--- config.mk ---
export PLATFORM = sky130hd
export DESIGN_NAME = parity_rx
export DESIGN_NICKNAME = d
export VERILOG_FILES = /design/src/rtl/parity_rx.sv
export SDC_FILE = /design/constraint.sdc
export NUM_CORES = 1
export LEC_CHECK = 0
export CORE_UTILIZATION = 38
export CTS_BUF_LIST = sky130_fd_sc_hd__clkbuf_16
export CTS_CLUSTER_SIZE = 20
export DETAILED_ROUTE_END_ITERATION = 7
export PLACE_DENSITY = 0.54
export SETUP_SLACK_MARGIN = 0.5
export SYNTH_ARGS = -nofsm -noshare
export SYNTH_HDL_FRONTEND = slang
export SYNTH_SLANG_ARGS = --single-unit
--- constraint.sdc ---
create_clock -name clk -period 3.9 [get_ports clk]
set_input_delay 0.39 -clock clk [delete_from_list [all_inputs] [get_ports clk]]
set_output_delay 0.39 -clock clk [all_outputs]
set_load 0.01 [all_outputs]
--- src/rtl/parity_rx.sv ---
// -----------------------------------------------------------------------------
// parity_rx
//   Serial frame receiver driven by an external bit strobe. A frame is a start
//   bit (0), DATA_W data bits LSB first, one parity bit and one stop bit (1).
//   The receiver samples rx_bit only on clk edges where bit_en=1. Each
//   completed frame is reported with a one-cycle out_valid pulse, together
//   with its data word and its parity and framing error flags.
//
// Parameters
//   DATA_W      data bits per frame (2..16)
//   ODD         parity sense: 0 = even parity, 1 = odd parity
//
// Ports
//   clk         in   sole clock, rising edge
//   rst         in   synchronous, active-high reset (has priority over bit_en)
//   bit_en      in   bit strobe; rx_bit is sampled only when high
//   rx_bit      in   serial line, idles at 1
//   data_out    out  [DATA_W-1:0] data word of the last completed frame
//   out_valid   out  one-cycle pulse marking a completed frame
//   parity_err  out  parity mismatch for the frame flagged by out_valid
//   frame_err   out  stop bit was 0 for the frame flagged by out_valid
//   busy        out  high while a frame is being received (FSM not IDLE)
// -----------------------------------------------------------------------------
module parity_rx #(
   parameter int DATA_W = 8,
   parameter int ODD    = 0
) (
   input  logic              clk,
   input  logic              rst,
   input  logic              bit_en,
   input  logic              rx_bit,
   output logic [DATA_W-1:0] data_out,
   output logic              out_valid,
   output logic              parity_err,
   output logic              frame_err,
   output logic              busy
);

   localparam int   CNT_W   = $clog2(DATA_W + 1);
   localparam logic ODD_BIT = (ODD != 0);

   typedef enum logic [1:0] {
      IDLE   = 2'd0,
      DATA   = 2'd1,
      PARITY = 2'd2,
      STOP   = 2'd3
   } state_e;

   state_e              state_q,      state_d;
   logic [CNT_W-1:0]    cnt_q,        cnt_d;
   logic                xor_q,        xor_d;
   logic [DATA_W-1:0]   shift_q,      shift_d;
   logic                perr_q,       perr_d;
   logic [DATA_W-1:0]   data_out_q,   data_out_d;
   logic                out_valid_q,  out_valid_d;
   logic                parity_err_q, parity_err_d;
   logic                frame_err_q,  frame_err_d;

   // Next-state and datapath logic. Everything holds unless a strobe arrives,
   // except out_valid which is a single-cycle pulse and drops on its own.
   always_comb begin
      state_d      = state_q;
      cnt_d        = cnt_q;
      xor_d        = xor_q;
      shift_d      = shift_q;
      perr_d       = perr_q;
      data_out_d   = data_out_q;
      out_valid_d  = 1'b0;
      parity_err_d = parity_err_q;
      frame_err_d  = frame_err_q;

      if (bit_en) begin
         case (state_q)
            IDLE: begin
               if (!rx_bit) begin
                  state_d = DATA;
                  cnt_d   = '0;
                  xor_d   = 1'b0;
               end
            end
            DATA: begin
               // Explicit decode of the bit position keeps the index width
               // independent of the counter width.
               for (int i = 0; i < DATA_W; i++) begin
                  if (cnt_q == CNT_W'(i)) shift_d[i] = rx_bit;
               end
               xor_d = xor_q ^ rx_bit;
               cnt_d = cnt_q + CNT_W'(1);
               if (cnt_q == CNT_W'(DATA_W - 1)) state_d = PARITY;
            end
            PARITY: begin
               // 1 means the received parity bit disagrees with the data.
               perr_d  = xor_q ^ rx_bit ^ ODD_BIT;
               state_d = STOP;
            end
            STOP: begin
               // A bad stop bit is still reported; only the flag differs.
               data_out_d   = shift_q;
               parity_err_d = perr_q;
               frame_err_d  = ~rx_bit;
               out_valid_d  = 1'b1;
               state_d      = IDLE;
            end
            default: state_d = IDLE;
         endcase
      end
   end

   always_ff @(posedge clk) begin
      if (rst) begin
         state_q      <= IDLE;
         cnt_q        <= '0;
         xor_q        <= 1'b0;
         shift_q      <= '0;
         perr_q       <= 1'b0;
         data_out_q   <= '0;
         out_valid_q  <= 1'b0;
         parity_err_q <= 1'b0;
         frame_err_q  <= 1'b0;
      end else begin
         state_q      <= state_d;
         cnt_q        <= cnt_d;
         xor_q        <= xor_d;
         shift_q      <= shift_d;
         perr_q       <= perr_d;
         data_out_q   <= data_out_d;
         out_valid_q  <= out_valid_d;
         parity_err_q <= parity_err_d;
         frame_err_q  <= frame_err_d;
      end
   end

   assign data_out   = data_out_q;
   assign out_valid  = out_valid_q;
   assign parity_err = parity_err_q;
   assign frame_err  = frame_err_q;
   assign busy       = (state_q != IDLE);

endmodule

==> summary.txt, run 1 <==
Run status
  – Run status: complete, no violations

Power
  – Switching component of the power: 0.140 mW
  – Maximum resistive drop on vdd: 0.000187 V
  – Internal portion of total power: 0.443 mW
  – Power share of the clock group: 39.2%
  – Reported leakage power: 0.503 nW
  – Power density of the placed cells: 390 mW/mm²
  – Net switching share of the total power: 24.0%
  – Post-layout total power: 0.583 mW
  – Sequential Power Share: 48.9%
  – Comb pwr share: 11.8%

Floorplan
  – Area of the core: 0.00308 mm²
  – Count of standard-cell rows: 20
  – Die outline width: 59.2 µm
  – Initial core utilization: 40.3%
  – Die Y-Extent: 59.2 µm
  – Boundary pin count: 16
  – Floorplan die area: 0.00350 mm²

Global route
  – Tot GR Track Use: 16.6%
  – Vias in the first global route: 953
  – Global-route track usage on met2: 25.3%
  – Total grt overflow: 0
  – Number of antenna violations at the first check in global routing: 0
  – GRT busiest layer: met2
  – Maximum number of pins on one net before global-route repair: 29
  – Met3 routing resource usage after global routing: 2.62%
  – First-pass GRT wire length: 4320 µm
  – Global-route track usage on met1: 22.3%

Clock network
  – Clock Tree Buf Depth: 2
  – Root Buffer Master: clkbuf_16
  – Max H-tree Level: 1
  – Post-CTS setup repair buffer count: 0
  – Count of hold buffers inserted by post-cts repair: 0
  – Clock latency of the later-clocked register in the worst-skew pair: 260 ps
  – Clock Pin Slew Worst Setup and Hold Paths: 60 ps
  – Clock tree from TritonCTS: done
  – Num CTS Buffers: 3
  – Total of cells resized after clock tree synthesis: 0
  – Total clock sinks: 27

Routing
  – Drt initial violations: 16
  – Router iterations before antenna repair: 4
  – WL/cell: 12.7 µm
  – Via total after detailed routing: 1,047
  – Remaining antenna violation count: 0
  – DRT Wirelength: 2570 µm
  – DR vias/cell: 5.16
  – Drt drc: 0

Synthesis
  – Net count after synthesis: 161
  – Portion of synthesized cell area occupied by the leading cell type: 43.5%
  – Synthesis Warnings: 0
  – Leading post-synthesis cells by cell area: dfxtp_1, a21oi_1, ha_1, nand2_1, o21ai_0
  – Combined area of all synthesized cells: 0.00124 mm²
  – Post-Syn Area per Cell: 8.39 µm²
  – Number of flops mapped to enable cells by yosys: 0
  – Async SR Flop Fraction: 0%
  – Top_reg_cell synth: dfxtp_1
  – Count of state elements after synthesis: 27
  – Most numerous cell types in the synthesized netlist: dfxtp_1, a21oi_1, nand2_1, o21ai_0
  – Most common cell in the synthesized netlist: dfxtp_1
  – Most area-hungry cell type in the Yosys netlist: dfxtp_1
  – Number of distinct standard cells referenced by the synthesized netlist: 30
  – Post-synthesis sequential area ratio: 43.5%
  – Number of instances in the synthesized netlist: 148

STA
  – Transition time at the pin with the least slew margin: 989 ps
  – Ratio of final minimum period to clock period: 53.1%
  – Worst setup skew after layout: 2.72 ps
  – Final setup TNS: 0 ps
  – Worst slew slack as a fraction of its limit: 33.8%
  – Final Slew Violations: 0
  – RSZ-0062 raised after global routing: no
  – F_max: 483 MHz
  – Final setup margin: 1830 ps
  – Post-layout min period: 2070 ps
  – Final number of setup-violating endpoints: 0
  – Hold violation total from the final report: 0

Worst setup path
  – CP Max Fanout: 6
  – FF-to-FF path depth: 5
  – Data arrival, critical path: 1680 ps
  – Worst r2r dst: cnt_q[3]
  – Origin of the critical flop-to-flop path: state_q[0]
  – Critical path type: reg -> out
  – Critical Path Sink Type: output port
  – Startpoint type of the worst setup path: register
  – WP data required: 3510 ps
  – Startpoint of the most critical setup path: state_q[0]
  – Register-to-register setup slack: 2100 ps

Placed design
  – Detailed-placement wirelength estimate: 1770 µm
  – Buffers added on ports: 15
  – Routability Congestion: 0.775
  – Pre-CTS setup slack: 1750 ps
  – Number of cells after detailed placement: 199

Finish
  – Final core utilization: 48.5%
  – Signed area change from the synthesized netlist to the final layout: 20.3%
  – N_diodes: 0
  – Cell Count, Final, Fillers Out: 203
  – Net count reported at finish: 173
  – Proportion of layout cells with a drive suffix above 1: 2.52%

Hold path
  – Hold WC Path Type: reg -> reg
  – Startpoint of the worst hold path: shift_q[2]
  – Worst-case hold path end point: data_out[2]
  – Min-Delay Path Depth: 2

Run
  – Max capacitance violation total: 0
## stage by stage
step,hold WS [ps],area (µm²)
2_1_floorplan,428,1240
3_3_place_gp,441,1410
3_5_place_dp,444,1410
4_1_cts,454,1490
5_1_grt,471,1490
6_report,451,1490
## worst max-delay path, stage by stage, from the launching register on
cell             delay [ps]
dfxtp_1                 380
inv_1                   110
ha_1                    290
inv_1                   110
clkdlybuf4s50_1         540
## area by class of cell
type	count	area, µm²
fill	314	1590
multi-input combinational	104	634
sequential	27	541
timing repair buffer	15	150
clock buffer	3	75.1
tap	44	55.1
inverter	9	33.8
clock inverter	1	3.75
## metal layers
metal	up-vias	wire length, µm
li1	539	-
met1	486	1290
met2	16	1170
met3	6	50
met4	0	59
met5	-	0
## cell usage in the layout, fill, tap and decap left out, types with 2 or more instances in the layout
cell,count
nor2_1,3
dfxtp_1,27
nand4_1,2
clkbuf_16,3
ha_1,9
o21ai_0,10
or4_1,2
a21oi_1,24
nand2b_1,3
nand3_1,9
mux2i_1,2
o31ai_1,2
nand2_1,22
o21bai_1,2
inv_1,10
nand3b_1,2
clkdlybuf4s50_1,15
## state kept, by name, summed over array words and instances, names as in the netlist
name        cells
cnt_q           4
state_q         2
out_valid       1
xor_q           1
parity_err      1
shift_q         8
data_out        8
frame_err       1
perr_q          1
## cell families (layout without fill, tap and decap cells)
kind of cell / after synthesis / after routing / synth area share, %
adder cells (fa/ha/maj): 9 / 9 / 9.07
AO/OA/AOI/OAI: 42 / 42 / 18.8
XOR/XNOR: 1 / 1 / 0.706
flip-flops: 27 / 27 / 43.5
multiplexers: 2 / 2 / 1.61
AND/OR/NAND/NOR: 50 / 50 / 21.0
buffers and inverters: 17 / 28 / 5.34
## worst max path at each step
stage	end	slack, ps	depth (start not counted)
3_5_place_dp	cnt_q[3]	1750	4
3_3_place_gp	cnt_q[3]	1790	4
5_1_grt	busy	1760	4
2_1_floorplan	cnt_q[3]	2290	5
4_1_cts	busy	1830	4
6_report	busy	1830	4
## power groups by stage
stage	logic, mW	registers [mW]	clock network [mW]
6_report	0.0690	0.285	0.229
5_1_grt	0.0764	0.285	0.244
3_3_place_gp	0.0653	0.291	0
4_1_cts	0.0685	0.285	0.232
3_5_place_dp	0.0681	0.291	0
2_1_floorplan	0.0492	0.290	0
Note: power is estimated with default switching activity, not from simulation.
==> run 2: changes to the inputs <==
clock period = 2 ns   (was 3.9 ns; I/O delays follow)
==> run 2 against run 1 <==
  * Clock skew is essentially flat
  * Global-route usage increased by 1.8 points
  * Clock-buffer cell count stayed put
  * Wire length rose by 11%
  * Worst hold slack improved by 3.0 ps
  * Register-to-register slack lost 1600 ps
  * Die area stayed put
  * Non-clock buffer count is 12 higher
  * Via count up 5.3%
  * Critical endpoint is now cnt_q[2]
  * Largest cell class unchanged
==> summary.txt, run 2 (synthesis gave the netlist of run 1 again) <==
Clock network
  – Max H-tree Level: 1 (unchanged)
  – Clock Pin Slew Worst Setup and Hold Paths: 70 ps (about the same)
  – Num CTS Buffers: 3 (unchanged)
  – Clock latency of the later-clocked register in the worst-skew pair: 260 ps (about the same)
  – Total clock sinks: 27 (unchanged)
  – Clock Tree Buf Depth: 2 (unchanged)
  – Clock tree from TritonCTS: done
  – Root Buffer Master: clkbuf_16
  – Count of hold buffers inserted by post-cts repair: 0 (unchanged)

Worst setup path
  – Worst path depth: 5 (+1)
  – Origin of the critical flop-to-flop path: state_q[0]
  – WP data required: 2200 ps (-1310 ps)
  – Startpoint of the most critical setup path: state_q[0]
  – Startpoint type of the worst setup path: register
  – CP Max Fanout: 5 (-1)
  – Total buffers and inverters traversed by the critical path: 1 (-2)
  – Critical Path Sink Type: register
  – Family of cells with the greatest summed delay on the critical path: simple AND/OR/NAND/NOR gates
  – FF-to-FF path depth: 5 (unchanged)
  – Highest cell delay on the worst timing path: 480 ps (-60 ps)
  – Slowest-stage cell, CP: or4_4
  – Data arrival, critical path: 1680 ps (about the same)
  – Critical path type: reg -> reg
  – Crit-path cells: inv_4 > ha_4 > a21bo_4 > or4_4 > a21oi_2

STA
  – Worst setup skew after layout: 2.84 ps (+0.119 ps)
  – Transition time at the pin with the least slew margin: 481 ps (-508 ps)
  – RSZ-0062 raised after global routing: yes
  – Final number of setup-violating endpoints: 0 (unchanged)
  – Ratio of final minimum period to clock period: 74.0%
  – Final Slew Violations: 0 (unchanged)
  – Final setup TNS: 0 ps (unchanged)
  – Post-layout min period: 1480 ps
  – Hold violation total from the final report: 0 (unchanged)
  – F_max: 675 MHz
  – Worst slew slack as a fraction of its limit: 67.8% (+34 points)

Global route
  – Total grt overflow: 0 (unchanged)
  – Tot GR Track Use: 18.4% (+1.8 points)
  – Vias in the first global route: 1,069 (+12%)
  – First-pass GRT wire length: 4820 µm (+12%)
  – Number of antenna violations at the first check in global routing: 0 (unchanged)
  – Maximum number of pins on one net before global-route repair: 17 (-41%)

Routing
  – Via total after detailed routing: 1,103 (+5.3%)
  – DR vias/cell: 5.13 (-0.53%)
  – Drt drc: 0 (unchanged)
  – Router iterations before antenna repair: 4 (unchanged)
  – WL/cell: 13.2 µm (+4.4%)
  – Drt initial violations: 20 (+4)
  – Remaining antenna violation count: 0 (unchanged)
  – DRT Wirelength: 2850 µm (+11%)

Floorplan
  – Count of standard-cell rows: 20 (unchanged)
  – Boundary pin count: 16 (unchanged)
  – Die outline width: 59.2 µm (unchanged)
  – Area of the core: 0.00308 mm² (unchanged)
  – Die Y-Extent: 59.2 µm (unchanged)
  – Floorplan die area: 0.00350 mm² (unchanged)
  – Initial core utilization: 40.3% (unchanged)

Finish
  – Signed area change from the synthesized netlist to the final layout: 32.3%
  – Proportion of layout cells with a drive suffix above 1: 18.1% (+16 points)
  – Most common library cell in the layout ignoring fill and taps: dfxtp_1
  – N_diodes: 0 (unchanged)
  – Post-layout instance area: 0.00164 mm² (+10%)
  – Top library cells by usage in the layout, fill and taps aside: dfxtp_1, a21oi_1, nand2_1, clkdlybuf4s50_1, buf_4
  – Final core utilization: 53.3% (+4.8 points)
  – Net count reported at finish: 185 (+6.9%)

Hold path
  – Min-Delay Path Depth: 2 (unchanged)
  – Startpoint of the worst hold path: data_out[1]
  – Hold WC Path Type: reg -> reg

Run
  – Max capacitance violation total: 0 (unchanged)

Placed design
  – Routability Congestion: 0.733 (-5.4%)
  – Area after DPL: 0.00144 mm² (+1.9%)
  – Detailed-placement wirelength estimate: 1910 µm (+7.7%)
  – Buffers added on ports: 15 (unchanged)

Power
  – Maximum resistive drop on vdd: 0.000312 V (+67%)
  – Power density of the placed cells: 749 mW/mm² (+92%)
  – Reported leakage power: 0.561 nW (+11%)

Run status
  – Run status: complete, no violations
## run 2: worst reg2reg max path: stages, from the launching register on
cell     delay [ps]
dfxtp_4         370
inv_4            50
ha_4            160
a21bo_4         230
or4_4           480
a21oi_2         140
## run 2: worst paths after layout
path	end	slack [ps]
worst max-delay path	cnt_q[2]	520
worst min register to register	data_out[1]	450
worst min-delay path	data_out[1]	450
worst max register to register	cnt_q[2]	520
## run 2: report_power, final
group          switching [mW]  internal [mW]
Sequential             0.0102          0.549
Combinational           0.109          0.101
Clock                   0.190          0.272
## run 2: layout make-up
cell class                      instances  area, µm²
Timing Repair Buffer                   27        235
Clock buffer                            3       75.1
Sequential cell                        27        547
Tap cell                               44       55.1
Inverter                                9       38.8
Clock inverter                          1       7.51
Fill cell                             306       1440
Multi-Input combinational cell        104        683
## run 2: repair_timing
| action | 4_1_cts | 5_1_grt |
|---|---|---|
| pin swaps | 4 | 2 |
| endpoints found under the setup margin | 9 | 5 |
| buffers inserted | 7 | 2 |
| resized for setup | 9 | 10 |
## run 2: through the flow
step | cells | power, mW | hold WS, ps | setup slack (ps)
after floorplan | 148 | 0.664 | 428 | 516
after detailed placement | 202 | 0.710 | 446 | 319
after global routing | 215 | 1.28 | 471 | 477
after global placement | 202 | 0.706 | 439 | 375
after CTS | 213 | 1.22 | 456 | 509
final | 215 | 1.23 | 454 | 519
## run 2: routing by layer
metal	share of wire [%]	routed length, µm	up-vias	track usage (%)
met5	0	0	-	0
met4	0.67	19	0	7.14
met3	1.8	52	2	2.62
met2	54	1530	15	33.8
met1	44	1250	526	21.4
li1	-	-	560	-
